==> src/rtl/i2s_tdm_xcvr_pkg.sv <==
// i2s_pkg: shared types and constants for the I2S/TDM transceiver.
//   mode_e      : serial framing, I2S (one bit-clock data delay) or left-justified.
//   frame_bits(): bit clocks per frame for a given channel count and slot width.
//   DEF_*       : default widths used by the transceiver parameters.
package i2s_pkg;

    typedef enum logic {
        MODE_I2S = 1'b0,
        MODE_LJ  = 1'b1
    } mode_e;

    localparam int DEF_DATA_BIT = 24;
    localparam int DEF_SLOT_BIT = 32;
    localparam int DEF_CHANNELS = 2;
    localparam int DEF_SCLK_DIV = 4;

    function automatic int frame_bits(input int ch, input int slot);
        return ch * slot;
    endfunction

endpackage

==> src/rtl/i2s_tdm_xcvr_clkgen.sv <==
// i2s_tdm_clkgen: bit/frame clock generator for the TDM transceiver.
//   clk, reset   : system clock, synchronous active-high reset.
//   sclk, lrclk  : registered bit clock and frame clock.
//   fall_tick    : last clk of an sclk period (sclk falls, TX data changes).
//   rise_tick    : clk before sclk rises (RX data sampled).
//   frame_start  : fall_tick at which the data position wraps to 0.
//   pos          : data position of the bit currently on the line.
module i2s_tdm_clkgen
    import i2s_pkg::*;
#(
    parameter int    SLOT_BIT = DEF_SLOT_BIT,
    parameter int    CHANNELS = DEF_CHANNELS,
    parameter int    SCLK_DIV = DEF_SCLK_DIV,
    parameter mode_e MODE     = MODE_I2S,
    localparam int   FB       = frame_bits(CHANNELS, SLOT_BIT),
    localparam int   BW       = $clog2(FB)
) (
    input  logic          clk,
    input  logic          reset,
    output logic          sclk,
    output logic          lrclk,
    output logic          fall_tick,
    output logic          rise_tick,
    output logic          frame_start,
    output logic [BW-1:0] pos
);
    localparam int HALF = SCLK_DIV / 2;
    localparam int DW   = $clog2(SCLK_DIV);

    logic [DW-1:0] div_cnt, div_nxt;
    logic [BW-1:0] bit_cnt, bit_nxt;

    // I2S data trails the frame clock by one bit clock.
    function automatic logic [BW-1:0] to_pos(input logic [BW-1:0] bc);
        if (MODE == MODE_LJ) return bc;
        return (bc == '0) ? BW'(FB - 1) : bc - 1'b1;
    endfunction

    assign fall_tick   = (div_cnt == DW'(SCLK_DIV - 1));
    assign rise_tick   = (div_cnt == DW'(HALF - 1));
    assign div_nxt     = fall_tick ? '0 : div_cnt + 1'b1;
    assign bit_nxt     = (bit_cnt == BW'(FB - 1)) ? '0 : bit_cnt + 1'b1;
    assign pos         = to_pos(bit_cnt);
    assign frame_start = fall_tick && (to_pos(bit_nxt) == '0);

    // sclk/lrclk are computed from the next counter values so the registered
    // outputs line up exactly with div_cnt/bit_cnt.
    always_ff @(posedge clk) begin
        if (reset) begin
            div_cnt <= '0;
            bit_cnt <= '0;
            sclk    <= 1'b0;
            lrclk   <= 1'b0;
        end else begin
            div_cnt <= div_nxt;
            sclk    <= (div_nxt >= DW'(HALF));
            if (fall_tick) begin
                bit_cnt <= bit_nxt;
                lrclk   <= (bit_nxt >= BW'(FB / 2));
            end
        end
    end

endmodule

==> src/rtl/i2s_tdm_xcvr.sv <==
// i2s_tdm_xcvr: CHANNELS-slot TDM / I2S transceiver in a single clock domain.
//   i_clk_12_288, i_reset     : clock and synchronous active-high reset.
//   i_tx_data/valid, o_tx_ready: TX frame handshake into a one-deep holding register.
//   o_tx_underrun             : pulse when a frame starts with nothing held (zeros sent).
//   o_rx_data, o_rx_valid     : last complete RX frame and its update pulse.
//   o_mclk, o_sclk, o_lrclk   : codec clocks; o_tx_sd / i_rx_sd serial data.
// Optional: define I2S_TDM_LOOPBACK_EN to add i_loopback, which routes o_tx_sd
// into the RX sampler in place of i_rx_sd.
module i2s_tdm_xcvr
    import i2s_pkg::*;
#(
    parameter int    DATA_BIT = DEF_DATA_BIT,
    parameter int    SLOT_BIT = DEF_SLOT_BIT,
    parameter int    CHANNELS = DEF_CHANNELS,
    parameter int    SCLK_DIV = DEF_SCLK_DIV,
    parameter mode_e MODE     = i2s_pkg::MODE_I2S
) (
    input  logic                         i_clk_12_288,
    input  logic                         i_reset,
    input  logic [CHANNELS*DATA_BIT-1:0] i_tx_data,
    input  logic                         i_tx_valid,
    output logic                         o_tx_ready,
    output logic                         o_tx_underrun,
    output logic [CHANNELS*DATA_BIT-1:0] o_rx_data,
    output logic                         o_rx_valid,
    output logic                         o_mclk,
    output logic                         o_sclk,
    output logic                         o_lrclk,
    output logic                         o_tx_sd,
    input  logic                         i_rx_sd
`ifdef I2S_TDM_LOOPBACK_EN
    ,
    input  logic                         i_loopback
`endif
);
    localparam int FB       = frame_bits(CHANNELS, SLOT_BIT);
    localparam int FW       = CHANNELS * DATA_BIT;
    localparam int BW       = $clog2(FB);
    localparam int LAST_POS = (CHANNELS - 1) * SLOT_BIT + DATA_BIT - 1;

    logic          fall_tick, rise_tick, frame_start;
    logic [BW-1:0] pos;

    i2s_tdm_clkgen #(
        .SLOT_BIT (SLOT_BIT),
        .CHANNELS (CHANNELS),
        .SCLK_DIV (SCLK_DIV),
        .MODE     (MODE)
    ) u_clkgen (
        .clk         (i_clk_12_288),
        .reset       (i_reset),
        .sclk        (o_sclk),
        .lrclk       (o_lrclk),
        .fall_tick   (fall_tick),
        .rise_tick   (rise_tick),
        .frame_start (frame_start),
        .pos         (pos)
    );

    assign o_mclk = i_clk_12_288;

    // ---------------- TX ----------------
    logic [FW-1:0] hold_data;
    logic          hold_full;
    logic [FB-1:0] img, load_img, tx_shift;
    logic          xfer;

    assign o_tx_ready = ~hold_full;
    assign xfer       = i_tx_valid && ~hold_full;

    // Line image of the held frame, first bit on the wire at the MSB; pad bits 0.
    for (genvar s = 0; s < CHANNELS; s++) begin : g_tx_slot
        for (genvar b = 0; b < SLOT_BIT; b++) begin : g_tx_bit
            if (b < DATA_BIT) begin : g_data
                assign img[FB-1-(s*SLOT_BIT+b)] = hold_data[s*DATA_BIT+DATA_BIT-1-b];
            end else begin : g_pad
                assign img[FB-1-(s*SLOT_BIT+b)] = 1'b0;
            end
        end
    end

    assign load_img = hold_full ? img : '0;

    // A transfer coinciding with frame_start sees hold_full=0: that frame
    // underruns and the new data waits for the next frame.
    always_ff @(posedge i_clk_12_288) begin
        if (i_reset) begin
            hold_data     <= '0;
            hold_full     <= 1'b0;
            tx_shift      <= '0;
            o_tx_sd       <= 1'b0;
            o_tx_underrun <= 1'b0;
        end else begin
            o_tx_underrun <= 1'b0;
            if (xfer) begin
                hold_data <= i_tx_data;
                hold_full <= 1'b1;
            end
            if (frame_start) begin
                o_tx_sd  <= load_img[FB-1];
                tx_shift <= load_img << 1;
                if (hold_full) hold_full     <= 1'b0;
                else           o_tx_underrun <= 1'b1;
            end else if (fall_tick) begin
                o_tx_sd  <= tx_shift[FB-1];
                tx_shift <= tx_shift << 1;
            end
        end
    end

    // ---------------- RX ----------------
    logic          rx_in;
    logic [FW-1:0] rx_shadow, rx_next, rx_hit;
    logic          rx_last;

`ifdef I2S_TDM_LOOPBACK_EN
    assign rx_in = i_loopback ? o_tx_sd : i_rx_sd;
`else
    assign rx_in = i_rx_sd;
`endif

    // One-hot write enable per data bit; pad positions never match.
    for (genvar s = 0; s < CHANNELS; s++) begin : g_rx_slot
        for (genvar b = 0; b < DATA_BIT; b++) begin : g_rx_bit
            assign rx_hit[s*DATA_BIT+DATA_BIT-1-b] = (pos == BW'(s*SLOT_BIT+b));
        end
    end

    assign rx_next = (rx_shadow & ~rx_hit) | (rx_hit & {FW{rx_in}});
    assign rx_last = (pos == BW'(LAST_POS));

    always_ff @(posedge i_clk_12_288) begin
        if (i_reset) begin
            rx_shadow  <= '0;
            o_rx_data  <= '0;
            o_rx_valid <= 1'b0;
        end else begin
            o_rx_valid <= rise_tick && rx_last;
            if (rise_tick) begin
                rx_shadow <= rx_next;
                if (rx_last) o_rx_data <= rx_next;
            end
        end
    end

endmodule

==> config.mk <==
export PLATFORM = sky130hd
export DESIGN_NAME = i2s_tdm_xcvr
export DESIGN_NICKNAME = d
export VERILOG_FILES = /design/src/rtl/i2s_tdm_xcvr_pkg.sv /design/src/rtl/i2s_tdm_xcvr_clkgen.sv /design/src/rtl/i2s_tdm_xcvr.sv
export SDC_FILE = /design/constraint.sdc
export NUM_CORES = 1
export LEC_CHECK = 0
export ABC_AREA = 1
export BUFFER_PORTS_ARGS = -buffer_cell sky130_fd_sc_hd__buf_2
export CAP_MARGIN = 20
export CORE_ASPECT_RATIO = 1.4
export CORE_MARGIN = 2
export CORE_UTILIZATION = 50
export DETAILED_ROUTE_END_ITERATION = 6
export PLACE_DENSITY_LB_ADDON = 0.05
export SYNTH_ARGS = -nofsm -noshare
export SYNTH_HDL_FRONTEND = slang
export SYNTH_HIERARCHICAL = 1
export SYNTH_SLANG_ARGS = --single-unit
==> constraint.sdc <==
create_clock -name i_clk_12_288 -period 4 [get_ports i_clk_12_288]
set_clock_uncertainty 0.05 [all_clocks]
set_input_delay 0.6 -clock i_clk_12_288 [delete_from_list [all_inputs] [get_ports i_clk_12_288]]
set_output_delay 0.6 -clock i_clk_12_288 [all_outputs]
set_load 0.05 [all_outputs]
==> results.ini, run 1 <==
[route]
wl_cell_um=13.2
ant_nets=0
vias=8891
avgViaCountPerCell=5.10
remaining_drc_errors=0
total_wirelength_of_the_detailed_routed_design_um=23000
dr.first_iter.drc_count=566
detailedRoute.firstPassIterationCount=5

[status]
status=complete, no violations

[grt]
first_global_vias=8254
gr-total-overflow=0
antenna_found_initial=0
grt_max_degree=91
grt_use_total_pct=23.1
first_pass_grt_wire_length_um=39000

[power_and_ir_drop]
power.clock.fraction_pct=43.8
sw_frac_of_total_pct=25.7
max-vdd-ir-drop_mv=0.324
total_switching_power_uw=1320
seq_power_share_pct=45.2
power.static_leakage_uw=0.00507
comb_power_share_pct=11.0
p_int_uw=3820
power-per-cell-area_nw_per_um2=470

[yosys]
synth_warnings=6
synth-edff-count=0
synth_cell_type_count=31
synth_top_area_share_pct=43.8
synth.top_cells.by_area=sky130_fd_sc_hd__dfxtp_1, sky130_fd_sc_hd__nand2_1, sky130_fd_sc_hd__nand3_1
synth.avg_cell_area_um2=6.71
synth-seq-cells=210
number_of_instances_in_the_synthesized_netlist=1429
synth-main-ff-cell=sky130_fd_sc_hd__dfxtp_1
synth_fp_nets=1486
post_synth_most_frequent_cells=sky130_fd_sc_hd__nand2_1, sky130_fd_sc_hd__nor2_1, sky130_fd_sc_hd__dfxtp_1, sky130_fd_sc_hd__inv_1, sky130_fd_sc_hd__nand3_1
synth.largest_area_cell=sky130_fd_sc_hd__dfxtp_1
share_of_flip_flops_with_an_asynchronous_set_or_reset_pct=0
most_frequent_cell_after_synthesis=sky130_fd_sc_hd__nand2_1
sequential_share_of_the_synthesized_area_pct=43.8
synthesis.area_um2=9590

[hold_path]
hp-start=i_tx_data[32]
min-delay-path-class=in2reg

[placement]
gpl.final_weighted_congestion=0.809
detailedPlacementHpwl_um=14400
placement.io_buffers=106
detailed_place.area_um2=10200

[floorplanning]
fp.dieH_um=168
placement_rows=59
die_wd_um=121
io-pin-count=107
floorplan.core_area_um2=18700
initial_core_util_pct=51.4
fp.dieArea_um2=20300

[setup_path]
r2r_slack_ns=1.33
worstReg2RegStart=u_clkgen/bit_cnt[0]
start_kind=clock port
path_class=clk2out
timing.rr.end=rx_shadow[31]
worst-r2r-cell-count=12
worstSetupEndpointType=output port
setup.worst_path.start=i_clk_12_288
cp_data_required_time_ns=3.35
timing.critical_path.arrival_ns=2.45
path_max_fanout=2
critical_path.endpoint=o_mclk

[clock_tree]
ctsResizeCount=0
clkSlewWorstSetupHoldPaths_ns=0.06
post-cts-setup-buffer-count=0
cts_hold_buffers=0
clock_insertion_delay_worst_skew_ns=0.62
tritoncts=done

[finish]
area_delta_synth_final_pct=14.2
drive_gt1_share_pct=12.7
antenna_cells_inserted=0
num-nets-final=1544
fillerInstances=1872
layout.cell_area.non_filler_um2=11000

[sta]
max_slew.worst_pin.slew_ns=0.954
hold_viol=0
rsz0062_at_grt=no
setup-violations-final=0
timing.slew.headroom_pct=36.4
finalSetupTns_ns=0
final_max_slew_viol_count=0
whs_ns=0.174

[flow_run]
drv.max_cap_violation_count=0

-- worst max-delay path, cell delays in order --
cell and delay [ns]:
sky130_fd_sc_hd__clkbuf_16 0.12, sky130_fd_sc_hd__clkbuf_16 0.12, sky130_fd_sc_hd__buf_2 0.20
-- cell type report --
type                    instances  area [um2]  area share, %
inverters                     181         682           6.22
multi-input cells             944        4280           39.1
clock buffers                  34         679           6.20
well taps                     244         305           2.79
flip-flops and latches        210        4200           38.4
repair buffers                125         691           6.30
clock inverters                 7         114           1.04
-- worst min-delay path by stage --
stage | depth (start not counted) | slack, ns | endpoint
finish | 3 | 0.17 | hold_data[32]
global route | 3 | 0.17 | hold_data[30]
CTS | 3 | 0.16 | hold_data[32]
detailed placement | 2 | 0.40 | tx_shift[28]
global placement | 1 | 0.39 | u_clkgen/div_cnt[0]
floorplan | 1 | 0.37 | u_clkgen/div_cnt[0]
-- placed cells by master (no fill, tap or decap), types with 4 or more instances in the layout --
cell,n
sky130_fd_sc_hd__clkbuf_1,5
sky130_fd_sc_hd__buf_2,105
sky130_fd_sc_hd__ha_1,4
sky130_fd_sc_hd__dfxtp_1,210
sky130_fd_sc_hd__a31oi_1,10
sky130_fd_sc_hd__nor2_1,228
sky130_fd_sc_hd__o21ai_0,139
sky130_fd_sc_hd__nand2_1,260
sky130_fd_sc_hd__nand3_1,175
sky130_fd_sc_hd__nor2_2,4
sky130_fd_sc_hd__a21oi_2,10
sky130_fd_sc_hd__buf_4,20
sky130_fd_sc_hd__inv_1,175
sky130_fd_sc_hd__clkbuf_8,4
sky130_fd_sc_hd__a21oi_1,86
sky130_fd_sc_hd__clkbuf_16,24
sky130_fd_sc_hd__inv_2,4
sky130_fd_sc_hd__nand4_1,9
-- logic make-up after synthesis --
family | after synthesis | synth area share [%]
AND/OR/NAND/NOR | 688 | 30.3
buffers and inverters | 275 | 11.6
AO/OA/AOI/OAI | 251 | 13.7
flip-flops | 210 | 43.8
adder cells (fa/ha/maj) | 5 | 0.652
-- metal layers --
| layer | part of all wire (%) | global-route usage [%] | vias up |
|---|---|---|---|
| met5 | 0 | 0 | - |
| met4 | 1.9 | 6.52 | 0 |
| met3 | 4.7 | 4.07 | 28 |
| met1 | 42 | 26.8 | 4046 |
| li1 | - | - | 4637 |
| met2 | 51 | 42.7 | 180 |
-- registers in the layout, summed over array words and instances (netlist names) --
register          cells
o_rx_valid            1
u_clkgen/bit_cnt      5
hold_data            48
tx_shift             55
u_clkgen/div_cnt      1
o_tx_sd               1
hold_full             1
o_tx_underrun         1
u_clkgen/sclk         1
u_clkgen/lrclk        1
o_rx_data            48
rx_shadow            47
-- power by group through the flow --
stage               registers, uW  clock network [uW]  logic, uW
floorplan                    2370                53.9        434
global placement             2370                47.7        555
detailed placement           2370                47.7        567
CTS                          2330                2310        570
global route                 2350                2400        663
finish                       2330                2250        565
-- per-stage QoR --
stage / power (uW) / utilization (%) / setup slack (ns) / cells
4_1_cts: 5210 / 58.7 / 0.902 / 1745
6_report: 5150 / 58.7 / 0.905 / 1745
5_1_grt: 5410 / 58.7 / 0.894 / 1745
2_1_floorplan: 2860 / - / 1.18 / 1429
3_5_place_dp: 2990 / 54.5 / 1.16 / 1705
3_3_place_gp: 2970 / 54.5 / 1.16 / 1705
Note: power is estimated with default switching activity, not from simulation.
==> run 2: changes to the inputs <==
Clock period 4 ns to 2.8 ns, I/O delays scaled along.
==> run 2 against run 1 <==
- routed wire length rose by 1.3%
- sequential power is 43% higher
- core utilization is 1.8 points higher
- critical endpoint is now o_rx_data[45]
- largest power group unchanged
==> results.ini, run 2 (synthesis gave the netlist of run 1 again) <==
[finish]
area_delta_synth_final_pct=17.7
layout_top_registers=tx_shift (55), hold_data (48), o_rx_data (48)
antenna_cells_inserted=0  ; unchanged
most-common-layout-cells=sky130_fd_sc_hd__nand2_1, sky130_fd_sc_hd__nor2_1, sky130_fd_sc_hd__dfxtp_1
drive_gt1_share_pct=13.0  ; +0.35 points
max_flop_register=tx_shift
layout.cell_area.non_filler_um2=11300  ; +3.1%
num-nets-final=1583  ; +2.5%
max_reg_flops=55  ; unchanged
layout.cells.most_common=sky130_fd_sc_hd__nand2_1
fillerInstances=1821  ; -2.7%

[placement]
place_ws_ns=0.419  ; -0.742 ns
detailed_place.area_um2=10300  ; +1.7%
placement.io_buffers=106  ; unchanged
detailedPlacementHpwl_um=14600  ; +1.8%
gpl.final_weighted_congestion=0.827  ; +2.1%

[grt]
grt_use_total_pct=23.3  ; +0.26 points
grt_max_degree=91  ; unchanged
first_pass_grt_wire_length_um=39500  ; +1.3%
first_global_vias=8536  ; +3.4%
gr-total-overflow=0  ; unchanged
antenna_found_initial=0  ; unchanged

[power_and_ir_drop]
power.static_leakage_uw=0.00523  ; +3.1%
comb_power_share_pct=11.9  ; +0.9 points
total_switching_power_uw=1890  ; +43%
seq_power_share_pct=46.5  ; +1.3 points
power-per-cell-area_nw_per_um2=633  ; +35%
sw_frac_of_total_pct=26.5  ; +0.75 points
p_int_uw=5260  ; +38%
total_power_uw=7150  ; +39%
power.clock.fraction_pct=41.6  ; -2.2 points
max-vdd-ir-drop_mv=0.497  ; +54%

[setup_path]
start_kind=flop
cp_slowest_cell=sky130_fd_sc_hd__dfxtp_1
path_max_fanout=7  ; +5
cp_num_cells=11  ; +8
crit_path_cell_trace=inv_1 > ha_1 > nand4_1 > nand2_1 > inv_1 > nand2_1 > nor2_1 > nand3_1 > nand3_1 > nand2_1 > inv_1
cp_peak_stage_delay_ns=0.45  ; +0.25 ns
timing.critical_path.arrival_ns=2.91  ; +0.46 ns
top_family_by_delay_on_critical_path=simple AND/OR/NAND/NOR gates
worstSetupEndpointType=flop
worst-r2r-cell-count=11  ; -1
cp_data_required_time_ns=3.32  ; -0.03 ns
worst-path-buf-inv=3  ; unchanged
path_class=reg2reg

[sta]
crit_share_post_route_pct=85.5
post-route-worst-setup-slack_ns=0.407  ; -0.498 ns
finalSetupTns_ns=0  ; unchanged
final_max_slew_viol_count=0  ; unchanged
max_slew.worst_pin.slew_ns=0.928  ; -0.0263 ns
hold_viol=0  ; unchanged
rsz0062_at_grt=no
min_period_ns=2.39
fmax_mhz=418
whs_ns=0.00724  ; -0.167 ns
timing.slew.headroom_pct=38.1  ; +1.8 points
setup-violations-final=0  ; unchanged

[route]
total_wirelength_of_the_detailed_routed_design_um=23300  ; +1.3%
avgViaCountPerCell=5.08  ; -0.31%
vias=9051  ; +1.8%
ant_nets=0  ; unchanged
dr.first_iter.drc_count=594  ; +4.9%
wirelength_met1_um=9740  ; +0.54%
met3_wirelength_um=1180  ; +10%
remaining_drc_errors=0  ; unchanged
detailedRoute.firstPassIterationCount=5  ; unchanged
met2_length_um=11600  ; -1.5%
wl_cell_um=13.1  ; -0.81%
top_layer_used=met4

[hold_path]
min_delay_path_depth=3  ; unchanged
min-delay-path-class=in2reg

[clock_tree]
clkSlewWorstSetupHoldPaths_ns=0.06  ; about the same
clock_insertion_delay_worst_skew_ns=0.62  ; about the same
ctsResizeCount=0  ; unchanged
cts_hold_buffers=23  ; +23
post-cts-setup-buffer-count=0  ; unchanged
tritoncts=done

[floorplanning]
die_wd_um=121  ; unchanged
fp.dieH_um=168  ; unchanged
io-pin-count=107  ; unchanged
fp.dieArea_um2=20300  ; unchanged
floorplan.core_area_um2=18700  ; unchanged
initial_core_util_pct=51.4  ; unchanged
placement_rows=59  ; unchanged

[flow_run]
drv.max_cap_violation_count=0  ; unchanged

[status]
status=complete, no violations

## run 2: changes by cell type in the layout (fill, tap and decap cells not counted), sizes merged
cell and delta:
bufinv -3, dlygate4sd3 +23, buf +15, inv -1
clkinv -1, clkbuf +4
## run 2: cell type report
class,count,area (um2),area share [%]
Multi-Input combinational cell,944,4280,37.9
Inverter,181,682,6.04
Timing Repair Buffer,163,1100,9.70
Clock inverter,2,21.3,0.188
Sequential cell,210,4200,37.2
Tap cell,244,305,2.70
Clock buffer,38,706,6.25
## run 2: routing by layer
layer / GRT usage, % / vias to the layer above
met5: 0 / -
met4: 9.20 / 0
met3: 4.00 / 43
met2: 42.6 / 212
li1: - / 4714
met1: 26.6 / 4082
## run 2: metrics by stage
stage / cells / utilization [%]
6_report: 1782 / 60.5
5_1_grt: 1782 / 60.5
4_1_cts: 1782 / 60.5
3_5_place_dp: 1720 / 55.4
3_3_place_gp: 1720 / 55.4
2_1_floorplan: 1429 / -
## run 2: tightest hold or removal path, delay by kind of cell
| kind | cells | cell delay (ns) |
|---|---|---|
| buffers and inverters | 1 | 0.07 |
| AOI/OAI and AO/OA | 1 | 0.07 |
| and+or+nand+nor | 1 | 0.07 |
## run 2: final timing paths
kind	slack, ns	start	end
min reg2reg	0.40	u_clkgen/div_cnt[0]	u_clkgen/div_cnt[0]
max reg2reg	0.41	u_clkgen/bit_cnt[0]	o_rx_data[45]
min	0.007	i_tx_data[6]	hold_data[6]
max	0.41	u_clkgen/bit_cnt[0]	o_rx_data[45]
## run 2: power by group through the flow
stage               registers, uW  clock network, uW  logic (uW)
floorplan                    3390               77.0         621
global placement             3380               68.1         810
detailed placement           3390               68.1         826
CTS                          3330               3050         856
global route                 3350               3180         984
finish                       3330               2970         850
